[src/rtl/heichips25_accum_alu.sv]
// heichips25_accum_alu: command-driven accumulator ALU behind the tile pin set.
// The host strobes uio_in[3] with an opcode on uio_in[2:0] and an operand on ui_in.
// The strobe is synchronised and edge-detected before a command is accepted.
// ADD/SUB/LOAD/CLR/SEL/SHL take one EXEC cycle. MUL is an 8-cycle shift-add.
// Optional macro ACCUM_SATURATE_EN: an overflowing op clamps its result instead
// of wrapping, and ovf is still set.
module heichips25_accum_alu #(
    parameter int ACC_W       = 16,
    parameter int SYNC_STAGES = 2
) (
    input  logic       clk,
    input  logic       rst_n,
    input  logic       ena,
    input  logic [7:0] ui_in,
    input  logic [7:0] uio_in,
    output logic [7:0] uo_out,
    output logic [7:0] uio_out,
    output logic [7:0] uio_oe
);

    localparam int         NB     = ACC_W / 8;
    localparam int         PW     = ACC_W + 8;
    localparam logic [5:0] ACC_W6 = 6'(ACC_W);
    localparam logic [2:0] NB3    = 3'(NB);

    typedef enum logic [1:0] {S_IDLE, S_EXEC, S_MUL} state_t;

    state_t                 state, state_nxt;
    logic [SYNC_STAGES-1:0] sync_q, prime_q;
    logic                   hist_q, synced, pulse, busy;
    logic [ACC_W-1:0]       acc_q, a_ext, exec_acc, mul_res;
    logic [1:0]             sel_q, exec_sel;
    logic                   ovf_q, exec_ovf, mul_big;
    logic [2:0]             op_q, cnt_q;
    logic [7:0]             a_q, mplier_q;
    logic [PW-1:0]          prod_q, mcand_q, mul_sum;
    logic [ACC_W:0]         add_w, sub_w;
    logic [2*ACC_W-1:0]     shl_w;
    logic                   shl_big, shl_lost;
    logic                   unused_pins;

    assign unused_pins = ^uio_in[7:4];

    assign synced = sync_q[SYNC_STAGES-1];
    assign pulse  = synced & ~hist_q & ena & (state == S_IDLE);

    // Strobe synchroniser and edge history.
    // The history flop is held at 1 until the chain has filled with real
    // samples. This stops a strobe held high through reset from firing.
    always_ff @(posedge clk or negedge rst_n) begin
        if (!rst_n) begin
            sync_q  <= '0;
            prime_q <= '0;
            hist_q  <= 1'b1;
        end else begin
            sync_q  <= {sync_q[SYNC_STAGES-2:0], uio_in[3]};
            prime_q <= {prime_q[SYNC_STAGES-2:0], 1'b1};
            hist_q  <= (&prime_q) ? synced : 1'b1;
        end
    end

    // FSM state register
    always_ff @(posedge clk or negedge rst_n) begin
        if (!rst_n) state <= S_IDLE;
        else        state <= state_nxt;
    end

    // FSM next state
    always_comb begin
        state_nxt = state;
        unique case (state)
            S_IDLE:  if (pulse) state_nxt = (uio_in[2:0] == 3'd4) ? S_MUL : S_EXEC;
            S_EXEC:  state_nxt = S_IDLE;
            S_MUL:   if (cnt_q == 3'd7) state_nxt = S_IDLE;
            default: state_nxt = S_IDLE;
        endcase
    end

    // FSM outputs
    always_comb begin
        busy = (state == S_MUL);
    end

    // Shared arithmetic on the captured operand
    always_comb begin
        a_ext    = ACC_W'(a_q);
        add_w    = {1'b0, acc_q} + {1'b0, a_ext};
        sub_w    = {1'b0, acc_q} - {1'b0, a_ext};
        shl_w    = {{ACC_W{1'b0}}, acc_q} << a_q[4:0];
        shl_big  = {1'b0, a_q[4:0]} >= ACC_W6;
        shl_lost = shl_big ? (|acc_q) : (|shl_w[2*ACC_W-1:ACC_W]);
        mul_sum  = prod_q + (mplier_q[0] ? mcand_q : '0);
        mul_big  = |mul_sum[PW-1:ACC_W];
`ifdef ACCUM_SATURATE_EN
        mul_res  = mul_big ? '1 : mul_sum[ACC_W-1:0];
`else
        mul_res  = mul_sum[ACC_W-1:0];
`endif
    end

    // Single-cycle op results, applied in EXEC
    always_comb begin
        exec_acc = acc_q;
        exec_ovf = ovf_q;
        exec_sel = sel_q;
        unique case (op_q)
            3'd1: begin exec_acc = a_ext; exec_ovf = 1'b0; end
            3'd2: begin
                exec_acc = add_w[ACC_W-1:0];
                exec_ovf = ovf_q | add_w[ACC_W];
`ifdef ACCUM_SATURATE_EN
                if (add_w[ACC_W]) exec_acc = '1;
`endif
            end
            3'd3: begin
                exec_acc = sub_w[ACC_W-1:0];
                exec_ovf = ovf_q | sub_w[ACC_W];
`ifdef ACCUM_SATURATE_EN
                if (sub_w[ACC_W]) exec_acc = '0;
`endif
            end
            3'd5: begin exec_acc = '0; exec_ovf = 1'b0; end
            3'd6: if ({1'b0, a_q[1:0]} < NB3) exec_sel = a_q[1:0];
            3'd7: begin
                exec_acc = shl_big ? '0 : shl_w[ACC_W-1:0];
                exec_ovf = ovf_q | shl_lost;
`ifdef ACCUM_SATURATE_EN
                if (shl_lost) exec_acc = '1;
`endif
            end
            default: ;
        endcase
    end

    // Datapath: capture on the pulse, commit in EXEC or on the last MUL step.
    // The multiplicand shifts left one place per cycle and is added to the
    // product when the current multiplier bit is set.
    always_ff @(posedge clk or negedge rst_n) begin
        if (!rst_n) begin
            acc_q    <= '0;
            sel_q    <= '0;
            ovf_q    <= 1'b0;
            op_q     <= '0;
            a_q      <= '0;
            prod_q   <= '0;
            mcand_q  <= '0;
            mplier_q <= '0;
            cnt_q    <= '0;
        end else begin
            if (pulse) begin
                op_q     <= uio_in[2:0];
                a_q      <= ui_in;
                prod_q   <= '0;
                mcand_q  <= PW'(acc_q);
                mplier_q <= ui_in;
                cnt_q    <= '0;
            end
            if (state == S_EXEC) begin
                acc_q <= exec_acc;
                ovf_q <= exec_ovf;
                sel_q <= exec_sel;
            end
            if (state == S_MUL) begin
                prod_q   <= mul_sum;
                mcand_q  <= mcand_q << 1;
                mplier_q <= mplier_q >> 1;
                cnt_q    <= cnt_q + 3'd1;
                if (cnt_q == 3'd7) begin
                    acc_q <= mul_res;
                    ovf_q <= ovf_q | mul_big;
                end
            end
        end
    end

    // Byte readout from the registered accumulator
    always_comb begin
        uo_out = '0;
        for (int i = 0; i < NB; i++)
            if (sel_q == i[1:0]) uo_out = acc_q[8*i +: 8];
    end

    assign uio_out = {busy, ovf_q, (acc_q == '0), acc_q[ACC_W-1], 4'b0000};
    assign uio_oe  = 8'hF0;

endmodule

[config.mk]
export PLATFORM = sky130hd
export DESIGN_NAME = heichips25_accum_alu
export DESIGN_NICKNAME = d
export VERILOG_FILES = /design/src/rtl/heichips25_accum_alu.sv
export SDC_FILE = /design/constraint.sdc
export NUM_CORES = 1
export LEC_CHECK = 0
export ABC_AREA = 1
export BUFFER_PORTS_ARGS = -buffer_cell sky130_fd_sc_hd__buf_2
export CAP_MARGIN = 20
export CELL_PAD_IN_SITES_DETAIL_PLACEMENT = 1
export CELL_PAD_IN_SITES_GLOBAL_PLACEMENT = 1
export CORE_UTILIZATION = 45
export DETAILED_ROUTE_END_ITERATION = 7
export PLACE_DENSITY_LB_ADDON = 0.1
export SLEW_MARGIN = 5
export SYNTH_ARGS = -nofsm -noshare
export SYNTH_HDL_FRONTEND = slang
export SYNTH_SLANG_ARGS = --single-unit
[constraint.sdc]
create_clock -name clk -period 3.25 [get_ports clk]
set_clock_uncertainty 0.2 [all_clocks]
set_input_delay 0.65 -clock clk [delete_from_list [all_inputs] [get_ports clk]]
set_output_delay 0.65 -clock clk [all_outputs]
set_load 0.01 [all_outputs]
# After elaboration in Yosys (flattened, before gate mapping)
# Cells that the tools add are included.
# W data, S select, Z words.
# word_totals
register_bits,96
output_inout_bits,24
word_cells,78
# classes
add_sub_neg,4
n_lt_le_gt_ge,2
n_eq_ne,13
shifts,1
n_mux,26
bitwise,8
reduce_logical,11
# op_table
cell,count
$mux W24,5
$pmux W16 S5,1
$mux W16,4
$mux W8,4
$reduce_or A16 Y1,2
$shl A16 B5 Y32,1
$add A24 B24 Y24,1
$add A16 B8 Y17,1
$sub A16 B8 Y17,1
$logic_not A16 Y1,1
$eq A3 B3 Y1 const B,5
$reduce_or A8 Y1,1
$eq A3 B2 Y1 const B,2
$mux W2,3
$mux W3,2
$ge A5 B5 Y1 const B,1
$mux W1,5
$eq A2 B1 Y1 const B,2
$logic_not A2 Y1,2
$or A1 B1 Y1,4
$pmux W1 S4,1
$pmux W2 S2,1
$reduce_and A2 Y1,2
$add A3 B1 Y3 const B,1
10 further kinds,12

# Depth between registers and ports, before layout
# Gate-level depths: netlist (run 1).
# logic_depth
ltp_word,8
depth_mapped,20
mapped_depth_nobuf,18

# Least setup slack after synthesis (run 1)
# No wires, ideal clock.
# synth_path
kind,register -> register
from,register a_q[2]
to,register acc_q[11]
t_arrival_ns,2.228
slack_ns,0.702
stages_incl_launch_ff,19
n_path_buf,3
period_less_slack_ns,2.548
cell_sequence,dfrtp_1 buf_2 clkinv_1 buf_2 ha_1 buf_4 inv_2 a21oi_2 nand2_1 a21oi_2 inv_2 nand2_1 nand2_2 nand2_2 nand2_1 a21oi_1 nor2_1 o21ai_1 nand2_1
# synth_between
elab_chain_len,6
# synth_rtl
item,line,text
"start, declared",35,"logic [7:0] a_q, mplier_q;"
"start signal, assigned",152,a_q <= ui_in;
branches (longest 2 deep; another with $sub A16 B8 Y17),--,
$pmux W16 S5 *,106,unique case (op_q)
$mux W16 *,158,if (state == S_EXEC) begin
$mux W16,168,if (cnt_q == 3'd7) begin
$mux W16 *,163,if (state == S_MUL) begin
"end signal, assigned",169,acc_q <= mul_res;
"end, declared",31,"logic [ACC_W-1:0] acc_q, a_ext, exec_acc, mul_res;"
# Mark *: on every way between the ends.
# A chain may end at the register's enable or synchronous reset.

# Worst setup path in the final report (run 1)
# layout_path
from,register mplier_q[0]
to,register ovf_q
# layout_between
elab_chain_len,6
# layout_rtl
item,line,text
"start, declared",35,
"start signal, assigned",155,mplier_q <= ui_in;
"start signal, assigned",166,mplier_q <= mplier_q >> 1;
$mux W24,92,mul_sum = prod_q + (mplier_q[0] ? mcand_q : '0);
$add A24 B24 Y24,92,
$reduce_or A8 Y1,93,mul_big = |mul_sum[PW-1:ACC_W];
$or A1 B1 Y1,170,ovf_q <= ovf_q | mul_big;
$mux W1,168,
$mux W1,163,
"end signal, assigned",160,ovf_q <= exec_ovf;
"end signal, assigned",170,
"end, declared",33,"logic ovf_q, exec_ovf, mul_big;"
# No other way between the ends.

==> results of run 1 <==
## cell families (layout without fill, tap and decap cells)
family,Yosys count,in the layout
AOI/OAI and AO/OA,246,246
xor gates and xnor gates,19,19
adders and majority gates,46,46
buffers and inverters,215,225
DFF,96,96
other,2,13
and+or+nand+nor,535,535
## synth_stat cells, drive strengths merged (3+ instances only)
library cell	count
inv	153
nand4	14
ha	43
fa	3
o21a	3
o211ai	24
nand3b	4
nand2	334
buf	47
a22o	8
o22ai	15
nor2	73
a32o	3
nand3	93
nor4	4
a21oi	67
xor2	9
a22oi	6
o21ai	103
dfrtp	95
nor3	10
o21bai	4
xnor2	10
a31oi	6
clkbuf	14
## stage by stage
| stage | util (%) | cells | hold slack, ns | total power [mW] |
|---|---|---|---|---|
| 2_1_floorplan | - | 1170 | 0.1312 | 4.724 |
| 3_3_place_gp | 47.79 | 1389 | 0.1489 | 5.794 |
| 3_5_place_dp | 47.79 | 1389 | 0.1471 | 5.916 |
| 4_1_cts | 49.48 | 1405 | 0.1613 | 7.026 |
| 5_1_grt | 49.48 | 1405 | 0.1647 | 7.609 |
| 6_report | 49.48 | 1405 | 0.1500 | 7.037 |
## worst paths after layout
| kind | startpoint | endpoint | slack [ns] | depth (start not counted) |
|---|---|---|---|---|
| hold reg to reg | sync_q[0] | sync_q[1] | 0.16 | 0 |
| min in group clk | sync_q[0] | sync_q[1] | 0.16 | 0 |
| setup / recovery | mplier_q[0] | ovf_q | 0.23 | 17 |
| setup reg to reg | mplier_q[0] | ovf_q | 0.23 | 17 |
| hold / removal | rst_n | acc_q[14] | 0.15 | 1 |
| max in group asynchronous | rst_n | hist_q | 1.96 | 2 |
## cell usage in the layout (no fill, tap or decap), types with 3 or more instances in the layout
cell type,instances
conb_1,13
o211ai_1,23
buf_2,25
a22oi_1,5
o21bai_1,4
nand3b_1,4
o22ai_1,15
nand4_1,14
fa_1,3
o21ai_1,12
clkinvlp_4,3
dfrtp_1,95
nand3_2,3
xnor2_1,10
clkbuf_16,9
nand2_1,323
nand2_2,8
a31oi_1,6
o21ai_0,89
a32o_1,3
ha_1,43
inv_1,147
a21oi_1,63
nor2_4,4
inv_2,5
nor3_1,8
nand2_4,3
nand3_1,90
nor2_1,63
nor2_2,6
nor4_1,3
buf_4,28
o21a_1,3
a21oi_2,3
xor2_1,9
a22o_1,8
## worst max-delay path, stage by stage (launching register included)
cell and delay, ns:
dfrtp_1 0.42, buf_12 0.18, nand2_1 0.06, inv_1 0.04, ha_1 0.23, fa_1 0.43, nand2_1 0.08, nand3_1 0.10
nand3_1 0.16, nand2_1 0.12, nand2_1 0.10, nand3b_1 0.08, nand2_1 0.09, nand2_1 0.09, nor2_1 0.11, nand4_1 0.09
nor2_1 0.22, nor2_1 0.08
## final cells by class
class | instances | area (um2)
fill | 2287 | 8708
multi-input combinational | 859 | 4594
sequential | 96 | 2404
inverter | 154 | 583.1
timing repair buffer | 55 | 375.4
tap | 225 | 281.5
clock buffer | 11 | 232.7
clock inverter | 5 | 57.56
## sequential cells by signal (all words and copies together) (netlist names)
signal    cells
prod_q       24
acc_q        16
mplier_q      8
prime_q       2
cnt_q         3
a_q           8
ovf_q         1
sel_q         2
op_q          3
state         2
sync_q        2
mcand_q      24
hist_q        1
## power breakdown
| group | internal [mW] | leakage [nW] | switching, mW | total [mW] |
|---|---|---|---|---|
| Sequential | 1.62 | 1.21 | 0.459 | 2.08 |
| Clock | 0.597 | 0.132 | 0.489 | 1.09 |
| Combinational | 1.32 | 3.03 | 2.55 | 3.87 |
## routing by layer
layer  track usage [%]  share of wire, %  up-vias  wire, um
li1                  -                 -     3815         -
met1             44.55                48     3850     12860
met2             47.99                45      173     11910
met3             3.679               4.8       35      1286
met4             8.552               1.9        0       513
met5                 0                 0        -         0
==> qor.yml, run 1 <==
status: "finished, final reports clean"
drt_iter0_drc: 522
diodes: 0
antenna_found_initial: 0
slew_headroom_pct: 39.08
fin_tns_setup_ns: 0
clk_pin_slew_ns: 0.07
grt_util_all_layers_pct: 30.68
min_period_over_period_pct: 92.91
dp_hpwl_um: 20810
cts_setup_buffers: 0
powerDensity_nw_per_um2: 825.2
synth_area_um2: 7900
postRouteAntennaNets: 0
layout-drive-gt1-share_pct: 9.492
rsz0062_at_grt: "false"
cts_resized: 0
setup_viol: 0
vias_per_cell: 5.604
clock_latency_ns: 0.35
path_class: "flip-flop to flip-flop"
gp_congestion: 0.9802
synth_top_cell_area_share_pct: 30.09
core_um2: 17240
worst_setup_path_end_kind: "flip-flop"
rows: 48
slew_violations: 0
fmax_mhz: 331.2
start_util_pct: 45.83
postPlaceCellArea_um2: 8238
syn_to_final_growth_pct: 7.951
synth_compound_area_share_pct: 18.45
grt.overflow.total: 0
avgSynthCellArea_um2: 6.816
root_buffer: "clkbuf_16"
peakVddDrop_v: 0.0005075
synth_xor_area_share_pct: 2.106
synth.area.mux_share_pct: 0
nets: 1240
cts.path.max_buffers: 2
hold_buffers: 0
die_w_um: 134.5
ys_warn_count: 0
first_global_vias: 7950
yosysTopAreaCell: "dfrtp_1"
min_path_type: "primary input to asynchronous set/reset pin"
worstPathMaxFanout: 24
dr.pass1.iters: 5
synth.distinct_cells: 53
grt_max_degree: 54
ys_ff_latch: 96
synth_area_leaders: "dfrtp_1 30%, nand2_1 15%, inv_1 7.0%"
clock_sinks: 96
p_leak_nw: 4.371
ys_seq_area_share_pct: 30.42
grt_pass1_wl_um: 42570
die_h_um: 134.5
htree_levels: 3
startpoint_type: "flip-flop"
netlist_instances: 1159
finalWorstSetupSlack_ns: 0.2303
crit_required_ns: 3.29
num_io_pins: 43
synth_fa_ha_area_share_pct: 7.570
place_ws_ns: 0.2876
synth_top_family_by_area: "simple AND/OR/NAND/NOR gates"
routed_wl_um: 26570
vias: 7873
fin_area_um2: 8528
synth-main-ff-cell: "dfrtp_1"
avgRoutedWirePerCell_um: 18.91
drcViolationCount: 0
min_period_ns: 3.020
cts_tree: "done"
hold_viol_final: 0
synth_edf_count: 0
worstMarginPinSlew_ns: 0.9128
async_reset_ff_share_pct: 100.0
cts_buffers: 9
drv_cap: 0
die_area_um2: 18090
port_buffers: 26
critPathArrivalTime_ns: 3.06
synth-simple-area-share_pct: 29.35
Power figures use the tool's default switching activity.
==> run 2, diff against run 1 <==
==> constraint.sdc (replaced) <==
create_clock -name clk -period 3.25 [get_ports clk]
set_clock_uncertainty 0.2 [all_clocks]
set_input_delay 0.1625 -clock clk [delete_from_list [all_inputs] [get_ports clk]]
set_output_delay 0.1625 -clock clk [all_outputs]
set_load 0.01 [all_outputs]
==> run 2 against run 1 <==
Against the previous run:
- wire length about the same
- worst hold slack got worse by 0.096 ns
- clock-buffer cell count stayed put
- sequential cell count is the same
- critical endpoint unchanged
- total power grew 2.7%
- final cell count rose by 0.93%
- via count grew 0.90%
- final area is 2.0% higher
- worst setup slack improved by 0.19 ns
- highest routed layer unchanged
- critical path depth down 2
- non-clock buffer count grew 13
- combinational power increased by 4%
- critical path type unchanged
==> qor.yml, run 2 (synthesis gave the netlist of run 1 again) <==
status: "finished, final reports clean"  # unchanged
powerDensity_nw_per_um2: 831.6  # was 825.2 nW/um2
dp_hpwl_um: 20180  # was 20810 um
postRouteAntennaNets: 0  # unchanged
die_h_um: 134.5  # unchanged
net-switching-power_mw: 3.545  # was 3.502 mW
min_period_over_period_pct: 87.01  # was 92.91%
p_clk_share_pct: 16.9  # was 15.4%
p_leak_nw: 4.456  # was 4.371 nW
routed_wl_um: 26550  # was 26570 um
postPlaceCellArea_um2: 8225  # was 8238 um2
start_util_pct: 45.83  # unchanged
worstMarginPinSlew_ns: 0.9809  # was 0.9128 ns
grt_pass1_wl_um: 42520  # was 42570 um
final_util_pct: 50.44  # was 49.48%
min_period_ns: 2.828  # was 3.020 ns
worstPathMaxFanout: 10  # was 24
vias: 7944  # was 7873
fillers: 2301  # was 2287
rows: 48  # unchanged
p_int_mw: 3.686  # was 3.535 mW
fin_hold_ws_ns: 0.05442  # was 0.1500 ns
grt.overflow.total: 0  # unchanged
dp_cells: 1389  # unchanged
crit_required_ns: 3.29  # about the same
rsz0062_at_grt: "false"  # unchanged
startpoint: "mplier_q[0]"  # unchanged
dr.pass1.iters: 5  # unchanged
drcViolationCount: 0  # unchanged
hold_viol_final: 0  # unchanged
slew_violations: 0  # unchanged
htree_levels: 3  # unchanged
startpoint_type: "flip-flop"  # unchanged
cts_buffers: 9  # unchanged
swShare_pct: 49.02  # was 49.77%
syn_to_final_growth_pct: 10.06  # was 7.951%
drt_iter0_drc: 543  # was 522
drv_cap: 0  # unchanged
layout-drive-gt1-share_pct: 9.556  # was 9.492%
path_class: "flip-flop to flip-flop"  # unchanged
combinationalPowerShare_pct: 55.5  # was 55.0%
peakVddDrop_v: 0.0003869  # was 0.0005075 V
final_cells: 1418  # was 1405
r2r_cells: 15  # was 17
core_um2: 17240  # unchanged
first_global_vias: 7984  # was 7950
layout_commonest_cell: "nand2_1"  # unchanged
fmax_mhz: 353.6  # was 331.2 MHz
vias_per_cell: 5.602  # was 5.604
port_buffers: 26  # unchanged
die_area_um2: 18090  # unchanged
num_io_pins: 43  # unchanged
reg_top3: "mcand_q (24), prod_q (24), acc_q (16)"  # unchanged
clk_pin_slew_ns: 0.07  # about the same
regArea_um2: 2404  # unchanged
p_seq_share_pct: 27.5  # was 29.6%
root_buffer: "clkbuf_16"  # unchanged
grt_util_all_layers_pct: 30.77  # was 30.68%
slew_headroom_pct: 34.54  # was 39.08%
cts.path.max_buffers: 2  # unchanged
r2r_start: "mplier_q[0]"  # unchanged
nets: 1253  # was 1240
diodes: 0  # unchanged
gp_congestion: 0.9200  # was 0.9802
worst_setup_path_end_kind: "flip-flop"  # unchanged
hp-start: "ena"
antenna_found_initial: 0  # unchanged
die_w_um: 134.5  # unchanged
hold_buffers: 13  # was 0
cts_resized: 0  # unchanged
cts_setup_buffers: 0  # unchanged
multi_input_area_um2: 4594  # unchanged
grt_max_degree: 56  # was 54
hold_depth: 5
critPathArrivalTime_ns: 2.87  # was 3.06 ns
clock_latency_ns: 0.36  # was 0.35 ns
min_path_type: "primary input to flip-flop"  # was primary input to asynchronous set/reset pin
setup_viol: 0  # unchanged
fin_tns_setup_ns: 0  # unchanged
fin_area_um2: 8695  # was 8528 um2
clock_sinks: 96  # unchanged
cts_tree: "done"  # unchanged
avgRoutedWirePerCell_um: 18.72  # was 18.91 um
mostFrequentLayoutCells: "323 x nand2_1, 147 x inv_1, 95 x dfrtp_1, 90 x nand3_1, 89 x o21ai_0"  # unchanged
-- run 2: cell count changes in the layout (fill, tap and decap cells not counted) --
cell	change
dlygate4sd3_1	+13
clkbuf_1	-2
clkinv_4	+1
bufinv_16	+1
clkbuf_8	+2
clkinv_2	-1
buf_12	-1
buf_4	+1
clkinvlp_4	-3
inv_6	+2
-- run 2: layout make-up --
class | count | area share, %
multi-input combinational | 859 | 52.84
tap | 225 | 3.238
sequential | 96 | 27.64
timing repair buffer | 68 | 5.670
inverter | 154 | 6.706
clock buffer | 11 | 2.907
clock inverter | 5 | 0.9929
-- run 2: path summary, 6_finish.rpt --
kind	to	slack, ns
hold reg to reg	sync_q[1]	0.16
max in group asynchronous	hist_q	1.94
hold / removal	state[0]	0.05
setup / recovery	ovf_q	0.42
min in group asynchronous	mcand_q[9]	0.16
setup reg to reg	ovf_q	0.42
-- run 2: stage by stage --
| stage | total power [mW] | setup WS [ns] |
|---|---|---|
| after floorplan | 4.724 | 0.7018 |
| after global placement | 5.800 | 0.5177 |
| after detailed placement | 5.930 | 0.4526 |
| after CTS | 7.218 | 0.4200 |
| after global routing | 7.809 | 0.1978 |
| final | 7.230 | 0.4221 |
-- run 2: power by group through the flow --
stage	logic [mW]	clock network (mW)	registers [mW]
after floorplan	2.81	0	1.91
after global placement	3.82	0	1.98
after detailed placement	3.93	0	2.00
after CTS	3.98	1.25	1.99
after global routing	4.48	1.29	2.04
final	4.02	1.22	1.99
-- run 2: worst max-delay path, stage by stage, from the launching register on --
cell     delay (ns)
dfrtp_1        0.38
buf_4          0.17
nand2_1        0.06
inv_1          0.04
ha_1           0.23
fa_1           0.41
nand2_1        0.09
nand3_1        0.10
nand2_1        0.12
o21ai_1        0.12
nand3_1        0.10
nand3_1        0.12
xnor2_1        0.25
nand4_1        0.16
nor2_1         0.12
nor2_1         0.05
-- run 2: layer usage --
layer / track usage (%) / vias to the layer above / routed length, um
met2: 48.53 / 192 / 11950
li1: - / 3855 / -
met5: 0 / - / 0
met3: 4.167 / 47 / 1133
met1: 43.54 / 3850 / 12830
met4: 9.863 / 0 / 637
